==> config.mk <==
export PLATFORM = sky130hd
export DESIGN_NAME = fahr_to_cels_seq
export DESIGN_NICKNAME = d
export VERILOG_FILES = /design/src/rtl/f2c_pkg.sv /design/src/rtl/seq_div_const.sv /design/src/rtl/fahr_to_cels_seq.sv
export SDC_FILE = /design/constraint.sdc
export NUM_CORES = 1
export LEC_CHECK = 0
export CORE_AREA = 4 4 82 84
export DETAILED_ROUTE_END_ITERATION = 12
export DIE_AREA = 0 0 86 88
export PLACE_DENSITY_LB_ADDON = 0.3
export RECOVER_POWER = 100
export SLEW_MARGIN = 40
export SYNTH_ARGS = -nofsm -noshare
export SYNTH_HDL_FRONTEND = slang
export SYNTH_SLANG_ARGS = --single-unit
==> constraint.sdc <==
create_clock -name clk -period 4.3 [get_ports clk]
set_input_delay 1.29 -clock clk [delete_from_list [all_inputs] [get_ports clk]]
set_output_delay 1.29 -clock clk [all_outputs]
set_load 0.01 [all_outputs]
==> src/rtl/f2c_pkg.sv <==
// f2c_pkg: shared constants, state type and width helper for the Fahrenheit-to-Celsius converter
package f2c_pkg;
   localparam int F2C_OFFSET = 32;
   localparam int F2C_MUL    = 5;
   localparam int F2C_DIV    = 9;
   typedef enum logic [1:0] {IDLE, MUL, DIV, DONE} f2c_state_t;
   function automatic int f2c_qw(input int width);
      return width + 3;
   endfunction
endpackage

==> src/rtl/seq_div_const.sv <==
// seq_div_const: restoring divide by a constant, one quotient bit per clock, MSB first
// quotient/remainder show the result of the step in flight and are final while done is high
module seq_div_const #(
   parameter int N = 11,
   parameter int DIVISOR = 9,
   localparam int RW = $clog2(DIVISOR),
   localparam int CW = $clog2(N + 1)
) (
   input  logic          clk,
   input  logic          rst,
   input  logic          start,
   input  logic [N-1:0]  dividend,
   output logic          busy,
   output logic          done,
   output logic [N-1:0]  quotient,
   output logic [RW-1:0] remainder
);
   logic [N-1:0] d_q, d_d, q_q, q_d;
   logic [RW-1:0] r_q, r_d;
   logic [CW-1:0] cnt_q, cnt_d;
   logic [RW:0] trial, sub;
   logic ge;
   assign trial = {r_q, d_q[N-1]};
   assign sub = trial - (RW+1)'(DIVISOR);
   assign ge = trial >= (RW+1)'(DIVISOR);
   assign quotient = {q_q[N-2:0], ge};
   assign remainder = ge ? sub[RW-1:0] : trial[RW-1:0];
   assign busy = cnt_q != '0;
   assign done = cnt_q == CW'(1);
   always_comb begin
      cnt_d = start ? CW'(N) : busy ? cnt_q - CW'(1) : cnt_q;
      d_d = start ? dividend : busy ? d_q << 1 : d_q;
      q_d = start ? '0 : busy ? quotient : q_q;
      r_d = start ? '0 : busy ? remainder : r_q;
   end
   always_ff @(posedge clk) begin
      if (rst) begin
         cnt_q <= '0;
         d_q <= '0;
         q_q <= '0;
         r_q <= '0;
      end else begin
         cnt_q <= cnt_d;
         d_q <= d_d;
         q_q <= q_d;
         r_q <= r_d;
      end
   end
endmodule

==> src/rtl/fahr_to_cels_seq.sv <==
// fahr_to_cels_seq: C = (F-32)*5/9 via shift-add multiply and sequential divide; F2C_ROUND_EN rounds half away from zero
module fahr_to_cels_seq
   import f2c_pkg::*;
#(
   parameter int WIDTH = 8
) (
   input  logic             clk,
   input  logic             rst,
   input  logic             in_valid,
   output logic             in_ready,
   input  logic [WIDTH-1:0] fahr,
   output logic             out_valid,
   input  logic             out_ready,
   output logic [WIDTH:0]   cels
);
   localparam int QW = f2c_qw(WIDTH);
   f2c_state_t state_q, state_d;
   logic sign_q, sign_d;
   logic [WIDTH-1:0] mag_q, mag_d;
   logic [WIDTH:0] cels_q, cels_d, diff, cels_n;
   logic [QW-1:0] prod, q, qr;
   logic [3:0] r;
   logic start, busy, done;
   logic unused_bits;
   assign diff = {1'b0, fahr} - (WIDTH+1)'(F2C_OFFSET);
   assign prod = ({3'b0, mag_q} << 2) + {3'b0, mag_q};
`ifdef F2C_ROUND_EN
   assign qr = q + QW'({r, 1'b0} >= 5'(F2C_DIV));
   assign unused_bits = ^{busy, qr[QW-1:WIDTH+1]};
`else
   assign qr = q;
   assign unused_bits = ^{busy, qr[QW-1:WIDTH+1], r};
`endif
   assign cels_n = sign_q ? -qr[WIDTH:0] : qr[WIDTH:0];
   assign cels = cels_q;
   seq_div_const #(.N(QW), .DIVISOR(F2C_DIV)) u_div (
      .clk(clk),
      .rst(rst),
      .start(start),
      .dividend(prod),
      .busy(busy),
      .done(done),
      .quotient(q),
      .remainder(r)
   );
   always_comb begin
      state_d = state_q;
      sign_d = sign_q;
      mag_d = mag_q;
      cels_d = cels_q;
      start = 1'b0;
      in_ready = (state_q == IDLE) && !rst;
      out_valid = state_q == DONE;
      unique case (state_q)
         IDLE: if (in_valid && in_ready) begin
            state_d = MUL;
            sign_d = diff[WIDTH];
            mag_d = diff[WIDTH] ? WIDTH'(-diff) : diff[WIDTH-1:0];
         end
         MUL: begin
            start = 1'b1;
            state_d = DIV;
         end
         DIV: if (done) begin
            state_d = DONE;
            cels_d = cels_n;
         end
         DONE: if (out_ready) state_d = IDLE;
      endcase
   end
   always_ff @(posedge clk) begin
      if (rst) begin
         state_q <= IDLE;
         sign_q <= 1'b0;
         mag_q <= '0;
         cels_q <= '0;
      end else begin
         state_q <= state_d;
         sign_q <= sign_d;
         mag_q <= mag_d;
         cels_q <= cels_d;
      end
   end
endmodule

==> metrics.md <==
| Metric | Value |
|---|---|
| Finished Layout Cells | 397 |
| Hold buffers post-CTS | 0 |
| Crit share post-route | 89.51% |
| Remaining Overflow, GRT | 0 |
| Number of clock sinks | 47 |
| Pin slew with the least headroom to its limit | 1.529 ns |
| Post-detailed-routing wire length | 5027 um |
| Post-Layout Inst Area | 3003 um^2 |
| Die width | 86 um |
| Pre-Repair DR Iteration Count | 4 |
| Largest cells by area after synthesis | dfxtp_1 36%, ha_1 8.1%, a211oi_1 6.3%, nand2_1 4.3%, nor2_1 3.9% |
| Violations in the final reports | max-capacitance violations, max-slew violations |
| Parity-gate share of the synthesized area counting xor and xnor cells | 4.693% |
| Clock-pin slew on the worst setup and hold paths | 0.09 ns |
| Predominant post-synthesis flop cell | dfxtp_1 |
| Number of buffers added on ports | 22 |
| Total met2 wirelength after detailed routing | 2362 um |
| Highest clock rate | 259.8 MHz |
| Static leakage | 1.131 nW |
| Standard cell core area | 5921 um^2 |
| Share of post-route cells with drive strength above 1 | 5.280% |
| Total setup buffers inserted after CTS | 0 |
| Clock tree from TritonCTS | done |
| Number of antenna violations at the first check in global routing | 0 |
| Syn Inst Count | 307 |
| Clock network latency to the later pin of the worst-skew pair | 0.30 ns |
| Cells resized by post-CTS repair | 0 |
| Syn Area/Cell | 8.510 um^2 |
| Category of the worst setup path launch point | input port |
| Wire length of the first global-routing pass | 8721 um |
| Fraction of the yosys area taken by sequential cells | 36.02% |
| Initial DRC count | 119 |
| IR Drop Worst-Case VDD | 241.6 uV |
| Type of the setup path with the least slack | input port to primary output |
| Min-Delay Path Class | flip-flop to flip-flop |
| Vias | 2,160 |
| Metal-1 WL | 2406 um |
| Number of antenna cells inserted | 0 |
| Worst-case headroom to the max-slew limit | -1.966% |
| DPL Wire Length | 3521 um |
| Main combinational cell family by area after synthesis | compound AO/OA/AOI/OAI gates |
| Number of buffers created by CTS | 5 |
| Async set-reset flop share out of synthesis | 0% |
| Via count of the first global-routing pass | 2,001 |
| Adder and majority cell fraction of the synthesized area | 8.908% |
| Portion of netlist area occupied by mux cells | 3.496% |
| Aggregate global-route resource usage | 14.07% |
| Synth Register Bits | 47 |
| Top layer reached by signal wires | met4 |
| Max-capacitance violation count | 1 |
| Layout-stage area growth over the synthesis result | 14.94% |
| List of most frequent post-synthesis cells | 47 x dfxtp_1, 30 x nand2_1, 27 x nor2_1 |
| Routed length on met3 | 190 um |
| Setup violation total in the final timing report | 0 |
| Maximum clock skew at final layout | 0.005714 ns |
| Post-Place Cells | 389 |
| Placed Instance Area | 2872 um^2 |
| Fraction of the mapped netlist area in compound gates | 22.89% |
| Basic-gate share of the synthesized area counting and, or, nand and nor cells | 18.87% |
| H-tree levels | 2 |
| Total die area | 7568 um^2 |
| Number of placement rows | 28 |
| Netlist area before placement | 2613 um^2 |
| CP Data Required Time | 3.01 ns |
| Run status | finished with violations |
| Setup repair after global routing missed its margin | false |
| Vertical die dimension | 88 um |
| I/O Pins | 23 |
| Most frequently used cell type in the post-synthesis netlist | dfxtp_1 |
| Worst Setup End Kind | primary output |
| Placer congestion estimate | 0.8054 |
| EDFF count, synth | 0 |
| Setup tns final | 0 ns |
| Share of the synthesized area in the top cell type | 36.02% |
| Library cell occupying the most area in the post-synthesis netlist | dfxtp_1 |
| Number of synthesis warnings | 0 |
| Data arrival time of the critical path | 2.56 ns |
| ANT nets after route | 0 |
| Root buffer cell | clkbuf_8 |
| Final Max Slew Viols | 39 |
| Maximum number of pins on one net before global-route repair | 39 |
| Post-layout minimum cycle time | 3.849 ns |
| Average via count per standard cell | 5.441 |
| Routed wire per std cell | 12.66 um |
| Number of library cell types mapped by synthesis | 47 |
| Final hold viol count | 0 |
| Number of nets in the synthesized netlist | 337 |
| Starting Density | 44.13% |
| Number of buffers between clock root and the deepest sink | 2 |
| Pwr per Cell Area | 560.2 nW/um^2 |
| Worst-path maximum fanout | 2 |
| Detailed-route DRC error count | 0 |
| Final net count | 351 |
-- layer usage --
layer  vias to the layer above  global-route usage (%)
li1                       1134                       -
met1                       986                   17.04
met2                        33                   24.67
met3                         7                   3.198
met4                         0                   4.604
met5                         -                       0
-- where the power goes --
part	leakage, nW	total (mW)	internal (mW)	switching [mW]
clock	0.0654	0.382	0.232	0.150
sequential	0.382	0.622	0.522	0.100
combinational	0.684	0.678	0.297	0.381
total	1.13	1.68	1.05	0.631
-- cell type report --
type                            instances  area [um^2]
Sequential cell                        47        940.9
Multi-Input combinational cell        227         1540
Tap cell                               75        93.84
Clock buffer                            6        72.57
Inverter                               15        56.30
Fill cell                             569         2918
Timing Repair Buffer                   25        239.0
Clock inverter                          2        60.06
-- critical path: stages --
cell and delay [ns]:
dlygate4sd3_1 0.55, nor2b_1 0.11, dlygate4sd3_1 0.61
-- worst paths after layout --
check,slack [ns],cells past startpoint,startpoint,to
worst max register to register,1.39,9,u_div.r_q[0]$_SDFFE_PP0N_,cels[8]$_SDFFE_PP0P_
worst min register to register,0.47,2,u_div.q_q[7]$_SDFFE_PP0N_,u_div.q_q[7]$_SDFFE_PP0N_
worst min-delay path,0.47,2,u_div.q_q[7]$_SDFFE_PP0N_,u_div.q_q[7]$_SDFFE_PP0N_
worst max-delay path,0.45,3,rst,in_ready
-- registers in the layout, indices dropped and copies added (netlist names) --
signal and cells:
u_div.d_q 11, cels 9, mag_q 8, u_div.q_q 8, u_div.cnt_q 4, u_div.r_q 4, state_q 2, sign_q 1
-- cell families (layout without fill, tap and decap cells) --
family | after synthesis | count (layout)
buf+inv | 33 | 48
compound gates | 91 | 91
mux | 9 | 9
xor+xnor | 14 | 14
flops | 47 | 47
fa+ha+maj | 18 | 18
simple gates | 95 | 95
-- cell usage in the layout (no fill, tap or decap), types with 3 or more instances in the layout --
cell type / netlist / final
nand3_1: 4 / 4
o31ai_1: 5 / 5
or3_1: 3 / 3
mux2i_1: 8 / 8
clkbuf_8: 0 / 5
xor2_1: 7 / 7
a21o_1: 5 / 5
a211oi_1: 22 / 22
nand2_1: 30 / 30
dlygate4sd3_1: 0 / 12
dfxtp_1: 47 / 47
a21oi_1: 19 / 19
nor3_1: 3 / 3
nor2b_1: 3 / 3
o22ai_1: 3 / 3
o21a_1: 3 / 3
or4_1: 3 / 3
clkdlybuf4s50_1: 0 / 10
nor2_1: 27 / 27
ha_1: 17 / 16
nand3b_1: 12 / 12
xnor2_1: 7 / 7
inv_1: 15 / 15
o21ai_0: 20 / 20
-- metrics by stage --
step	setup WS, ns	hold slack [ns]	util, %	power, mW
2_1_floorplan	1.167	0.4436	-	1.167
3_3_place_gp	0.6564	0.4511	48.50	1.299
3_5_place_dp	0.6263	0.4574	48.50	1.313
4_1_cts	0.6248	0.4702	50.74	1.703
5_1_grt	0.3684	0.5103	50.72	1.819
6_report	0.4509	0.4659	50.72	1.682
(Power assumes the default switching activity.)
